--- src/rtl/key_pkg.sv ---
// key_pkg: shared state encoding and defaults for the key debouncer
package key_pkg;
  typedef enum logic [1:0] {
    IDLE         = 2'd0,
    PRESS_WAIT   = 2'd1,
    PRESSED      = 2'd2,
    RELEASE_WAIT = 2'd3
  } key_state_e;
  localparam int KEY_DEBOUNCE_DEFAULT = 1_000_000;
endpackage

--- src/rtl/key_debounce_chan.sv ---
// key_debounce_chan: one key's synchroniser, stability counter and debounce FSM
module key_debounce_chan
  import key_pkg::*;
#(
  parameter int DEBOUNCE_CYC = KEY_DEBOUNCE_DEFAULT
) (
  input  logic sys_clk,
  input  logic rst,
  input  logic key,
  output logic key_level,
  output logic key_press,
  output logic key_release
);
  localparam int CNT_W = $clog2(DEBOUNCE_CYC);
  localparam logic [CNT_W-1:0] CNT_MAX = CNT_W'(DEBOUNCE_CYC - 1);
  logic [1:0] sync;
  logic key_s;
  logic done;
  key_state_e state, state_nx;
  logic [CNT_W-1:0] cnt, cnt_nx;
  logic level_nx, press_nx, release_nx;
  assign key_s = sync[1];
  assign done = cnt == CNT_MAX;
  // next state: a change is accepted only after DEBOUNCE_CYC stable samples
  always_comb begin
    state_nx = state;
    cnt_nx = '0;
    level_nx = key_level;
    press_nx = 1'b0;
    release_nx = 1'b0;
    case (state)
      IDLE: state_nx = key_s ? IDLE : PRESS_WAIT;
      PRESS_WAIT:
        if (key_s) state_nx = IDLE;
        else if (done) begin
          state_nx = PRESSED;
          level_nx = 1'b1;
          press_nx = 1'b1;
        end else cnt_nx = cnt + CNT_W'(1);
      PRESSED: state_nx = key_s ? RELEASE_WAIT : PRESSED;
      RELEASE_WAIT:
        if (!key_s) state_nx = PRESSED;
        else if (done) begin
          state_nx = IDLE;
          level_nx = 1'b0;
          release_nx = 1'b1;
        end else cnt_nx = cnt + CNT_W'(1);
    endcase
  end
  // synchroniser resets to released so a key held through reset is re-qualified
  always_ff @(posedge sys_clk or negedge rst) begin
    if (!rst) begin
      sync <= 2'b11;
      state <= IDLE;
      cnt <= '0;
      key_level <= 1'b0;
      key_press <= 1'b0;
      key_release <= 1'b0;
    end else begin
      sync <= {sync[0], key};
      state <= state_nx;
      cnt <= cnt_nx;
      key_level <= level_nx;
      key_press <= press_nx;
      key_release <= release_nx;
    end
  end
endmodule

--- src/rtl/key_debounce.sv ---
// key_debounce: independent debounced level and press/release pulses per key
module key_debounce
  import key_pkg::*;
#(
  parameter int KEY_W = 2,
  parameter int DEBOUNCE_CYC = KEY_DEBOUNCE_DEFAULT
) (
  input  logic             sys_clk,
  input  logic             rst,
  input  logic [KEY_W-1:0] key,
  output logic [KEY_W-1:0] key_level,
  output logic [KEY_W-1:0] key_press,
  output logic [KEY_W-1:0] key_release
);
  for (genvar i = 0; i < KEY_W; i++) begin : g_chan
    key_debounce_chan #(.DEBOUNCE_CYC(DEBOUNCE_CYC)) u_chan (
      .sys_clk(sys_clk),
      .rst(rst),
      .key(key[i]),
      .key_level(key_level[i]),
      .key_press(key_press[i]),
      .key_release(key_release[i])
    );
  end
endmodule
--- config.mk ---
export PLATFORM = sky130hd
export DESIGN_NAME = key_debounce
export DESIGN_NICKNAME = d
export VERILOG_FILES = /design/src/rtl/key_pkg.sv /design/src/rtl/key_debounce_chan.sv /design/src/rtl/key_debounce.sv
export SDC_FILE = /design/constraint.sdc
export NUM_CORES = 1
export LEC_CHECK = 0
export CORE_ASPECT_RATIO = 0.8
export CORE_UTILIZATION = 54
export CTS_CLUSTER_DIAMETER = 50
export DETAILED_ROUTE_END_ITERATION = 16
export PLACE_DENSITY_LB_ADDON = 0.25
export SYNTH_ARGS = -nofsm -noshare
export SYNTH_HDL_FRONTEND = slang
export SYNTH_SLANG_ARGS = --single-unit
--- constraint.sdc ---
create_clock -name sys_clk -period 1.7 [get_ports sys_clk]
set_input_delay 0.34 -clock sys_clk [delete_from_list [all_inputs] [get_ports sys_clk]]
set_output_delay 0.34 -clock sys_clk [all_outputs]
set_load 0.01 [all_outputs]
==> reports/qor.yml, run 1 <==
die_x_microns: 81.44
drc: 0
ys_seq_elements: 54
yosysSeqAreaShare: 0.4975
avgRoutedWirePerCell_microns: 16.30
syn_inst: 269
cp.arrival_ns: 1.88
cp.required_ns: 1.90
via_per_inst: 5.875
outcome: "completed"
io_pins: 10
die_area_sq_um: 5339
synth_top_family_by_area: "simple AND/OR/NAND/NOR gates"
yosys_most_used_dff: "dfrtp_1"
synth_xor_xnor_area_share: 0.09637
cts_tree: "yes"
design.core.area_sq_um: 4707
synth_cell_types: 43
path_clk_slew_ns: 0.09
synth_warnings: 0
final_cell_mix: "dfrtp_1 (46), buf_4 (40), nor2_1 (39)"
grt_pass1_wl_microns: 9660
gp_congestion: 0.8976
post-route-util: 0.7313
p_leak_nw: 1.431
final_area_sq_um: 3442
synthesis.nets: 276
crit_path_end_kind: "flip-flop"
slew_headroom: 0.7323
fmax_ghz: 0.5940
syn-cell-area_sq_um: 2726
dpl.hpwl_microns: 4030
start_kind: "flip-flop"
max_stage_delay_ns: 0.46
gr-total-overflow: 0
crit_path_cell_trace: "nor4b_2 > and4b_2 > nand3_1 > a211o_1"
cts-root-buf: "clkbuf_8"
synthMuxAreaShare: 0.01469
place_area_sq_um: 3122
layout_commonest_cell: "dfrtp_1"
critPathMaxFanout: 4
met2_wirelength_microns: 2758
setup_violations: 0
synth_edf_count: 0
crit_type: "reg -> reg"
hp-class: "reg -> reg"
hold_viol: 0
fin_ws_ns: 0.01656
numCtsBuffers: 5
io_buffers: 9
async_reset_ff_frac: 1.000
clock_latency_ns: 0.30
vias: 2215
wl_met1_microns: 2924
clk_path_buf_depth: 2
min_period_ns: 1.683
grt_max_degree: 41
drv_cap: 0
rows: 22
synth_compound_gate_area_share: 0.05094
tightestPinTransition_ns: 0.3979
power.density_nw_per_um2: 628.0
htreeDepth: 2
rsz0062_at_grt: "yes"
finalWirelength_microns: 6146
layout-drive-gt1-share: 0.2839
place_ws_ns: 0.01151
syn_area_per_cell_sq_um: 10.14
diodes: 0
drt_first_pass_iters: 4
area_growth_pct: 26.25
drtAntennaViolNets: 0
skew_ns: 0.003848
synthSimpleGateAreaFrac: 0.2790
fin_crit_sh: 0.9903
fin_nets: 323
grt_pass1_vias: 2018
cpMaxStageDelayCell: "dfrtp_1"
grt_use_total: 0.2434
start_util: 0.5792
synth_fa_ha_area_frac: 0.01377
route.met3.wl_microns: 408
drt_iter0_drc: 181
antenna_found_initial: 0
die_h_microns: 65.56
maxSlewViolCount: 0
cts_sinks: 54
highest_layer: "met4"
irDropWorstVdd_v: 0.0005493
## path summary, 6_finish.rpt
path,to,depth (start not counted),startpoint,slack [ns]
max in group asynchronous,g_chan[1].u_chan.sync[1],3,rst,0.64
min in group asynchronous,g_chan[0].u_chan.key_press,2,rst,0.47
max,g_chan[0].u_chan.key_level,4,g_chan[0].u_chan.cnt[8],0.02
min,g_chan[1].u_chan.sync[1],0,g_chan[1].u_chan.sync[0],0.36
max reg2reg,g_chan[0].u_chan.key_level,4,g_chan[0].u_chan.cnt[8],0.02
min reg2reg,g_chan[1].u_chan.sync[1],0,g_chan[1].u_chan.sync[0],0.36
## sequential cells by signal, summed over array words and instances (netlist names), named ones only
name,flops
g_chan.u_chan.cnt,40
g_chan.u_chan.key_level,2
g_chan.u_chan.key_press,2
g_chan.u_chan.key_release,2
g_chan.u_chan.state,2
g_chan.u_chan.sync,4
## worst max-delay path, delay by kind of cell (launching register included)
family | cells | cell delay, ns
AO/OA/AOI/OAI | 1 | 0.30
AND/OR/NAND/NOR | 3 | 0.81
flip-flops | 1 | 0.46
## logic make-up (layout without fill, tap and decap cells)
logic type | Yosys count | in the layout
and+or+nand+nor | 133 | 133
xor gates and xnor gates | 30 | 30
DFF | 54 | 54
adders and majority gates | 3 | 3
AOI/OAI and AO/OA | 20 | 20
buffers and inverters | 25 | 73
muxes | 4 | 4
## stage by stage
| stage | std cells | hold WS [ns] | power (mW) | setup TNS, ns |
|---|---|---|---|---|
| finish | 377 | 0.3599 | 2.162 | 0 |
| global route | 377 | 0.3657 | 2.253 | -0.2731 |
| CTS | 367 | 0.3606 | 2.154 | 0 |
| detailed placement | 358 | 0.2765 | 1.431 | 0 |
| global placement | 358 | 0.2687 | 1.428 | 0 |
| floorplan | 269 | 0.04441 | 1.368 | 0 |
## cell type report
cell class	instances	area (sq um)
clock buffer	7	86.33
clock inverter	1	5.005
fill	314	1265
inverter	8	30.03
multi-input combinational	190	1370
sequential	54	1361
tap	60	75.07
timing repair buffer	57	514.2
## per-layer routing
layer / up-vias / GRT usage
met5: - / 0
met4: 0 / 0.05580
met3: 6 / 0.06667
met2: 82 / 0.3396
met1: 1089 / 0.3719
li1: 1038 / -
## power by group
group	leakage [nW]	switching [mW]	internal, mW	total, mW
logic	0.655	0.0647	0.0501	0.115
clock network	0.0482	0.407	0.330	0.737
registers	0.727	0.0111	1.30	1.31
## cells in the mapped netlist (2+ instances only)
| master | count | area share |
|---|---|---|
| nor3_1 | 4 | 0.0073 |
| xnor2_1 | 18 | 0.058 |
| buf_2 | 4 | 0.0073 |
| dfrtp_1 | 50 | 0.46 |
| nor2_1 | 39 | 0.054 |
| and4_1 | 5 | 0.016 |
| ha_1 | 3 | 0.014 |
| nand2_1 | 16 | 0.022 |
| or3b_2 | 2 | 0.0064 |
| mux2i_1 | 4 | 0.015 |
| a21oi_1 | 6 | 0.011 |
| inv_1 | 8 | 0.011 |
| nor4_2 | 2 | 0.0092 |
| nand4_1 | 12 | 0.028 |
| nand3_1 | 18 | 0.033 |
| o21ai_0 | 3 | 0.0055 |
| dfstp_2 | 4 | 0.039 |
| or4_1 | 4 | 0.011 |
| and2_1 | 4 | 0.0092 |
| buf_4 | 6 | 0.017 |
| a21boi_0 | 2 | 0.0055 |
| or3_1 | 3 | 0.0069 |
| o31ai_1 | 4 | 0.011 |
| clkbuf_1 | 5 | 0.0069 |
| nor4b_1 | 4 | 0.013 |
| nor4bb_1 | 2 | 0.0073 |
| xor2_1 | 12 | 0.039 |
| nor4_1 | 10 | 0.023 |
## what timing repair did
action | CTS | global route
setup endpoints to repair | 3 | 46
hold buffers | 1 | 0
pin swaps | 0 | 11
gates resized for setup | 2 | 26
setup buffers | 0 | 8
cloned | 0 | 2
hold endpoints to repair | 12 | 0
(Power assumes the default switching activity.)
==> inputs of run 2 (changes only) <==
- HOLD_SLACK_MARGIN: not set -> 0.05
- PLACE_DENSITY: not set -> 0.86
- PLACE_DENSITY_LB_ADDON: 0.25 -> not set
- REMOVE_ABC_BUFFERS: not set -> 1
==> run 2 against run 1 <==
- the run now ends with negative setup slack left
- critical endpoint is now g_chan[0].u_chan.cnt[16]
- cell count rose by 1.1%
- critical path type unchanged
- first-iteration DRC count rose by 91%
- flip-flop and latch count did not move
==> reports/qor.yml, run 2 (synthesized netlist as in run 1, its figures left out) <==
cts_sinks: 54  # unchanged
sequentialPowerShare: 0.578  # -0.028
drt_first_pass_iters: 5  # +1
hp-class: "reg -> reg"
timing.rr.end: "g_chan[0].u_chan.cnt[16]"
fin_ws_ns: -0.1211  # -0.1376 ns
drtAntennaViolNets: 0  # unchanged
fin_nets: 327  # +1.2%
gp_congestion: 0.8647  # -3.7%
rows: 22  # unchanged
reg2reg_from: "g_chan[0].u_chan.cnt[1]"
crit_path_cell_trace: "ha_4 > nand2_4 > or3_4 > buf_6 > or3_1 > a21oi_1"
dpl.hpwl_microns: 4002  # -0.69%
die_h_microns: 65.56  # unchanged
vias: 2319  # +4.7%
io_pins: 10  # unchanged
timing.critical_path.buf_inv: 1  # +1
gr-total-overflow: 0  # unchanged
cts-root-buf: "clkbuf_8"
drc: 0  # unchanged
clock_power_share: 0.376  # +0.035
cp.required_ns: 1.92  # +0.02 ns
largest_reg_flops: 40  # unchanged
fmax_ghz: 0.5491  # -7.6%
swShare: 0.2173  # -0.006072
whs_path_depth: 0  # unchanged
clock_latency_ns: 0.31  # about the same
setup_violations: 5  # +5
tightestPinTransition_ns: 0.4076  # +0.009718 ns
critPathTopFamily: "simple AND/OR/NAND/NOR gates"
rsz0062_at_grt: "yes"
antenna_found_initial: 0  # unchanged
die_area_sq_um: 5339  # unchanged
cpMaxStageDelayCell: "dfrtp_1"
min_period_ns: 1.821  # +0.1376 ns
top_register: "g_chan.u_chan.cnt"
drt_iter0_drc: 345  # +91%
design.core.area_sq_um: 4707  # unchanged
fin_crit_sh: 1.071  # +0.08096
grt_pass1_vias: 2051  # +1.6%
violations: "negative setup slack"
p_comb_frac: 0.046  # -0.007
min_from: "g_chan[1].u_chan.sync[0]"
area_growth_pct: 27.63
crit_path_end_kind: "flip-flop"
die_x_microns: 81.44  # unchanged
p_switching_mw: 0.4921  # +1.9%
irDropWorstVdd_v: 0.0005840  # +6.3%
finalWirelength_microns: 6667  # +8.5%
skew_ns: 0.005386  # +0.001538 ns
hold_end: "g_chan[1].u_chan.sync[1]"
cts_tree: "yes"
layout-drive-gt1-share: 0.3115  # +0.02761
final_cell_mix: "dfrtp_1 (46), buf_4 (46), nor2_1 (38)"
clk_path_buf_depth: 2  # unchanged
numCtsBuffers: 5  # unchanged
cp.arrival_ns: 2.04  # +0.16 ns
maxSlewViolCount: 0  # unchanged
reg2reg_depth: 6  # +2
slew_headroom: 0.7257  # -0.006538
max_stage_delay_ns: 0.43  # -0.03 ns
critPathMaxFanout: 3  # -1
drv_cap: 0  # unchanged
p_leak_nw: 1.446  # +1.1%
htreeDepth: 2  # unchanged
hold-worst-slack_ns: 0.3643  # +0.004341 ns
stdcell_count: 381  # +1.1%
diodes: 0  # unchanged
rrSetupSlack_ns: -0.12  # -0.14 ns
avgRoutedWirePerCell_microns: 17.50  # +7.3%
grt_max_degree: 40  # -2.4%
path_clk_slew_ns: 0.09  # about the same
place_ws_ns: -0.04440  # -0.05591 ns
grt_pass1_wl_microns: 9494  # -1.7%
start_kind: "flip-flop"
hold_viol: 0  # unchanged
grt_use_total: 0.2406  # -0.002804
outcome: "finished, violations left"
dp.cells: 360  # +0.56%
top_regs: "g_chan.u_chan.cnt: 40 flops, g_chan.u_chan.sync: 4 flops"
start_util: 0.5792  # unchanged
via_per_inst: 6.087  # +3.6%
crit_type: "reg -> reg"
power.density_nw_per_um2: 650.9  # +3.6%
power.internal_mw: 1.773  # +5.6%
io_buffers: 9  # unchanged
[run 2: cell types whose count changed in the layout (fill, tap and decap cells not counted), moves of 2 or more]
cell,delta
buf_4,+6
a21oi_1,-2
a21oi_2,+2
or3b_2,+2
or3b_4,-2
[run 2: layer usage]
layer | wire length (microns) | global-route usage | vias to the layer above
li1 | - | - | 1040
met1 | 2946 | 0.3199 | 1127
met2 | 3021 | 0.3771 | 125
met3 | 506 | 0.05139 | 27
met4 | 192 | 0.1027 | 0
met5 | 0 | 0 | -
[run 2: worst register-to-register path, cell delays in order (launching register included)]
cell	delay, ns
dfrtp_1	0.43
ha_4	0.18
nand2_4	0.07
or3_4	0.39
buf_6	0.13
or3_1	0.33
a21oi_1	0.20
[run 2: metrics by stage]
step | area, sq um | total power, mW | setup TNS [ns] | util
after floorplan | 2626 | 1.362 | -1.214 | -
after global placement | 3104 | 1.423 | 0 | 0.6595
after detailed placement | 3104 | 1.426 | -0.1289 | 0.6595
after CTS | 3296 | 2.285 | 0 | 0.7002
after global routing | 3480 | 2.352 | -3.186 | 0.7392
final | 3480 | 2.265 | -0.3472 | 0.7392
[run 2: timing repair]
| item | in CTS | in global routing |
|---|---|---|
| hold buffers | 1 | 0 |
| pin swaps | 3 | 13 |
| setup endpoints to repair | 31 | 43 |
| buffers inserted | 4 | 8 |
| endpoints found under the hold margin | 13 | 0 |
| gates resized for setup | 10 | 26 |
[run 2: final cells by class]
type,instances,area [sq um]
Clock buffer,5,68.82
Clock inverter,3,40.04
Fill cell,279,1227
Inverter,8,30.03
Multi-Input combinational cell,190,1390
Sequential cell,54,1361
Tap cell,60,75.07
Timing Repair Buffer,61,514.2
[run 2: worst max-delay path by stage]
stage	startpoint	end	slack (ns)	cells after the start
6_report	g_chan[0].u_chan.cnt[1]	g_chan[0].u_chan.cnt[16]	-0.12	6
4_1_cts	g_chan[1].u_chan.cnt[5]	flip-flop	0.003	4
3_5_place_dp	g_chan[0].u_chan.cnt[8]	g_chan[0].u_chan.key_level	-0.04	4
3_3_place_gp	g_chan[0].u_chan.cnt[0]	g_chan[0].u_chan.cnt[18]	0.03	5
2_1_floorplan	g_chan[0].u_chan.cnt[0]	g_chan[0].u_chan.cnt[18]	-0.13	5
5_1_grt	g_chan[0].u_chan.cnt[1]	g_chan[0].u_chan.cnt[16]	-0.18	6
[run 2: power groups by stage]
stage	logic [mW]	registers, mW	clock network, mW
6_report	0.103	1.31	0.852
5_1_grt	0.114	1.31	0.926
4_1_cts	0.0954	1.31	0.881
3_5_place_dp	0.0924	1.33	0
3_3_place_gp	0.0909	1.33	0
2_1_floorplan	0.0266	1.33	0
==> inputs of run 3 (changes only) <==
- CELL_PAD_IN_SITES_DETAIL_PLACEMENT: not set -> 0
- CELL_PAD_IN_SITES_GLOBAL_PLACEMENT: not set -> 1
- CORE_UTILIZATION: 54 -> 43
- TNS_END_PERCENT: not set -> 10
==> run 3 against run 2 <==
- non-clock buffer count shrank 10
- setup slack gained 0.13 ns
- via count shrank 10%
- core utilization shrank 18 points
- flip-flop and latch count is the same
- sequential share of layout area grew 1.4 points
- the run now ends clean
- design area shrank 3.6%
- global-route usage shrank 6.5 points
- clock skew grew 0.0013 ns
- cell count grew 2.6%
- power grew 0.14%
- critical path depth shrank 1
==> reports/qor.yml, run 3 (synthesized netlist as in run 1, its figures left out) <==
stdcell_count: 391  # +2.6%
drt_iter0_drc: 125  # -64%
fin_nets: 317  # -3.1%
die_x_microns: 91.03  # +12%
top_register: "g_chan.u_chan.cnt"
fillers: 523  # +87%
hold-worst-slack_ns: 0.3623  # -0.002005 ns
drt_first_pass_iters: 4  # -1
hp-class: "reg -> reg"
diodes: 0  # unchanged
io_buffers: 9  # unchanged
via_per_inst: 5.327  # -12%
outcome: "completed"
slew_headroom: 0.7106  # -0.01510
die_h_microns: 73.22  # +12%
min_period_ns: 1.690  # -0.1312 ns
final_cell_mix: "dfrtp_1 (48), nor2_1 (39), buf_4 (38)"
cts_sinks: 54  # unchanged
top_regs: "g_chan.u_chan.cnt: 40 flops, g_chan.u_chan.sync: 4 flops"
drc: 0  # unchanged
clk_path_buf_depth: 2  # unchanged
vias: 2083  # -10%
htreeDepth: 2  # unchanged
largest_reg_flops: 40  # unchanged
maxSlewViolCount: 0  # unchanged
path_clk_slew_ns: 0.09  # about the same
area_growth_pct: 23.08
crit_path_end_kind: "flip-flop"
fin_crit_sh: 0.9941  # -0.07716
start_util: 0.4540  # -0.1253
tightestPinTransition_ns: 0.4301  # +0.02244 ns
multiInputGateArea_sq_um: 1313  # -5.6%
dp.cells: 380  # +5.6%
p_leak_nw: 1.353  # -6.4%
skew_ns: 0.006731  # +0.001345 ns
rows: 25  # +14%
finalSetupTns_ns: 0  # +0.3472 ns
cp.required_ns: 1.88  # -0.04 ns
critPathMaxFanout: 20  # +17
setup_violations: 0  # -5
rsz0062_at_grt: "yes"
clock_latency_ns: 0.30  # about the same
layout-drive-gt1-share: 0.2516  # -0.05991
dpl.hpwl_microns: 3869  # -3.3%
hold_viol: 0  # unchanged
grt_pass1_wl_microns: 9197  # -3.1%
cts-root-buf: "clkbuf_8"
antenna_found_initial: 0  # unchanged
fmax_ghz: 0.5918  # +7.8%
finalWirelength_microns: 5425  # -19%
drtAntennaViolNets: 0  # unchanged
gr-total-overflow: 0  # unchanged
power.density_nw_per_um2: 675.9  # +3.8%
die_area_sq_um: 6665  # +25%
cts_tree: "yes"
design.core.area_sq_um: 6006  # +28%
crit_type: "reg -> reg"
rrSetupSlack_ns: 0.01  # +0.13 ns
io_pins: 10  # unchanged
drv_cap: 0  # unchanged
start_kind: "flip-flop"
avgRoutedWirePerCell_microns: 13.87  # -21%
grt_max_degree: 55  # +38%
irDropWorstVdd_v: 0.0003726  # -36%
seq_area_sq_um: 1359  # -0.18%
layout_commonest_cell: "dfrtp_1"
grt_pass1_vias: 1911  # -6.8%
grt_use_total: 0.1760  # -0.06462
numCtsBuffers: 5  # unchanged
gp_congestion: 0.8449  # -2.3%
cp.arrival_ns: 1.87  # -0.17 ns
-- run 3: stage by stage --
stage | setup slack (ns) | total power [mW] | utilization | cell area (sq um)
2_1_floorplan | -0.1304 | 1.362 | - | 2626
3_3_place_gp | 0.01439 | 1.428 | 0.5221 | 3136
3_5_place_dp | -0.007701 | 1.430 | 0.5221 | 3136
4_1_cts | -0.02276 | 2.304 | 0.5427 | 3259
5_1_grt | -0.06036 | 2.357 | 0.5588 | 3356
6_report | 0.01010 | 2.268 | 0.5588 | 3356
-- run 3: power by group --
part	switching [mW]	total [mW]	internal, mW
Combinational	0.0592	0.0969	0.0377
Sequential	0.0101	1.31	1.30
Clock	0.391	0.862	0.472
-- run 3: critical path, stage by stage, from the launching register on --
cell and delay [ns]:
dfrtp_1 0.40, or3b_4 0.41, nor4_4 0.33, a21o_1 0.20, buf_12 0.16, a211oi_1 0.06
-- run 3: worst paths after layout --
| check | startpoint | endpoint | cells past startpoint |
|---|---|---|---|
| max | g_chan[0].u_chan.cnt[10] | g_chan[0].u_chan.cnt[5] | 5 |
| min | g_chan[1].u_chan.sync[0] | g_chan[1].u_chan.sync[1] | 0 |
| max reg2reg | g_chan[0].u_chan.cnt[10] | g_chan[0].u_chan.cnt[5] | 5 |
| min reg2reg | g_chan[1].u_chan.sync[0] | g_chan[1].u_chan.sync[1] | 0 |
| max in group asynchronous | rst | g_chan[1].u_chan.sync[0] | 3 |
| min in group asynchronous | rst | g_chan[0].u_chan.cnt[1] | 3 |
-- run 3: layer usage --
metal,wire [microns],global-route usage
met5,0,0
met4,27,0.04233
met3,173,0.03438
met2,2454,0.2626
met1,2770,0.2638
-- run 3: area by class of cell --
type / instances / share of cell area
sequential: 54 / 0.4049
multi-input combinational: 190 / 0.3911
timing repair buffer: 51 / 0.1312
tap: 81 / 0.03020
clock buffer: 6 / 0.02461
clock inverter: 1 / 0.008949
inverter: 8 / 0.008949
-- run 3: timing repair --
action	CTS	global route
endpoints found under the hold margin	50	0
endpoints found under the setup margin	15	44
pin swaps	0	11
resized for setup	1	17
buffers inserted	0	3
hold buffers	1	0
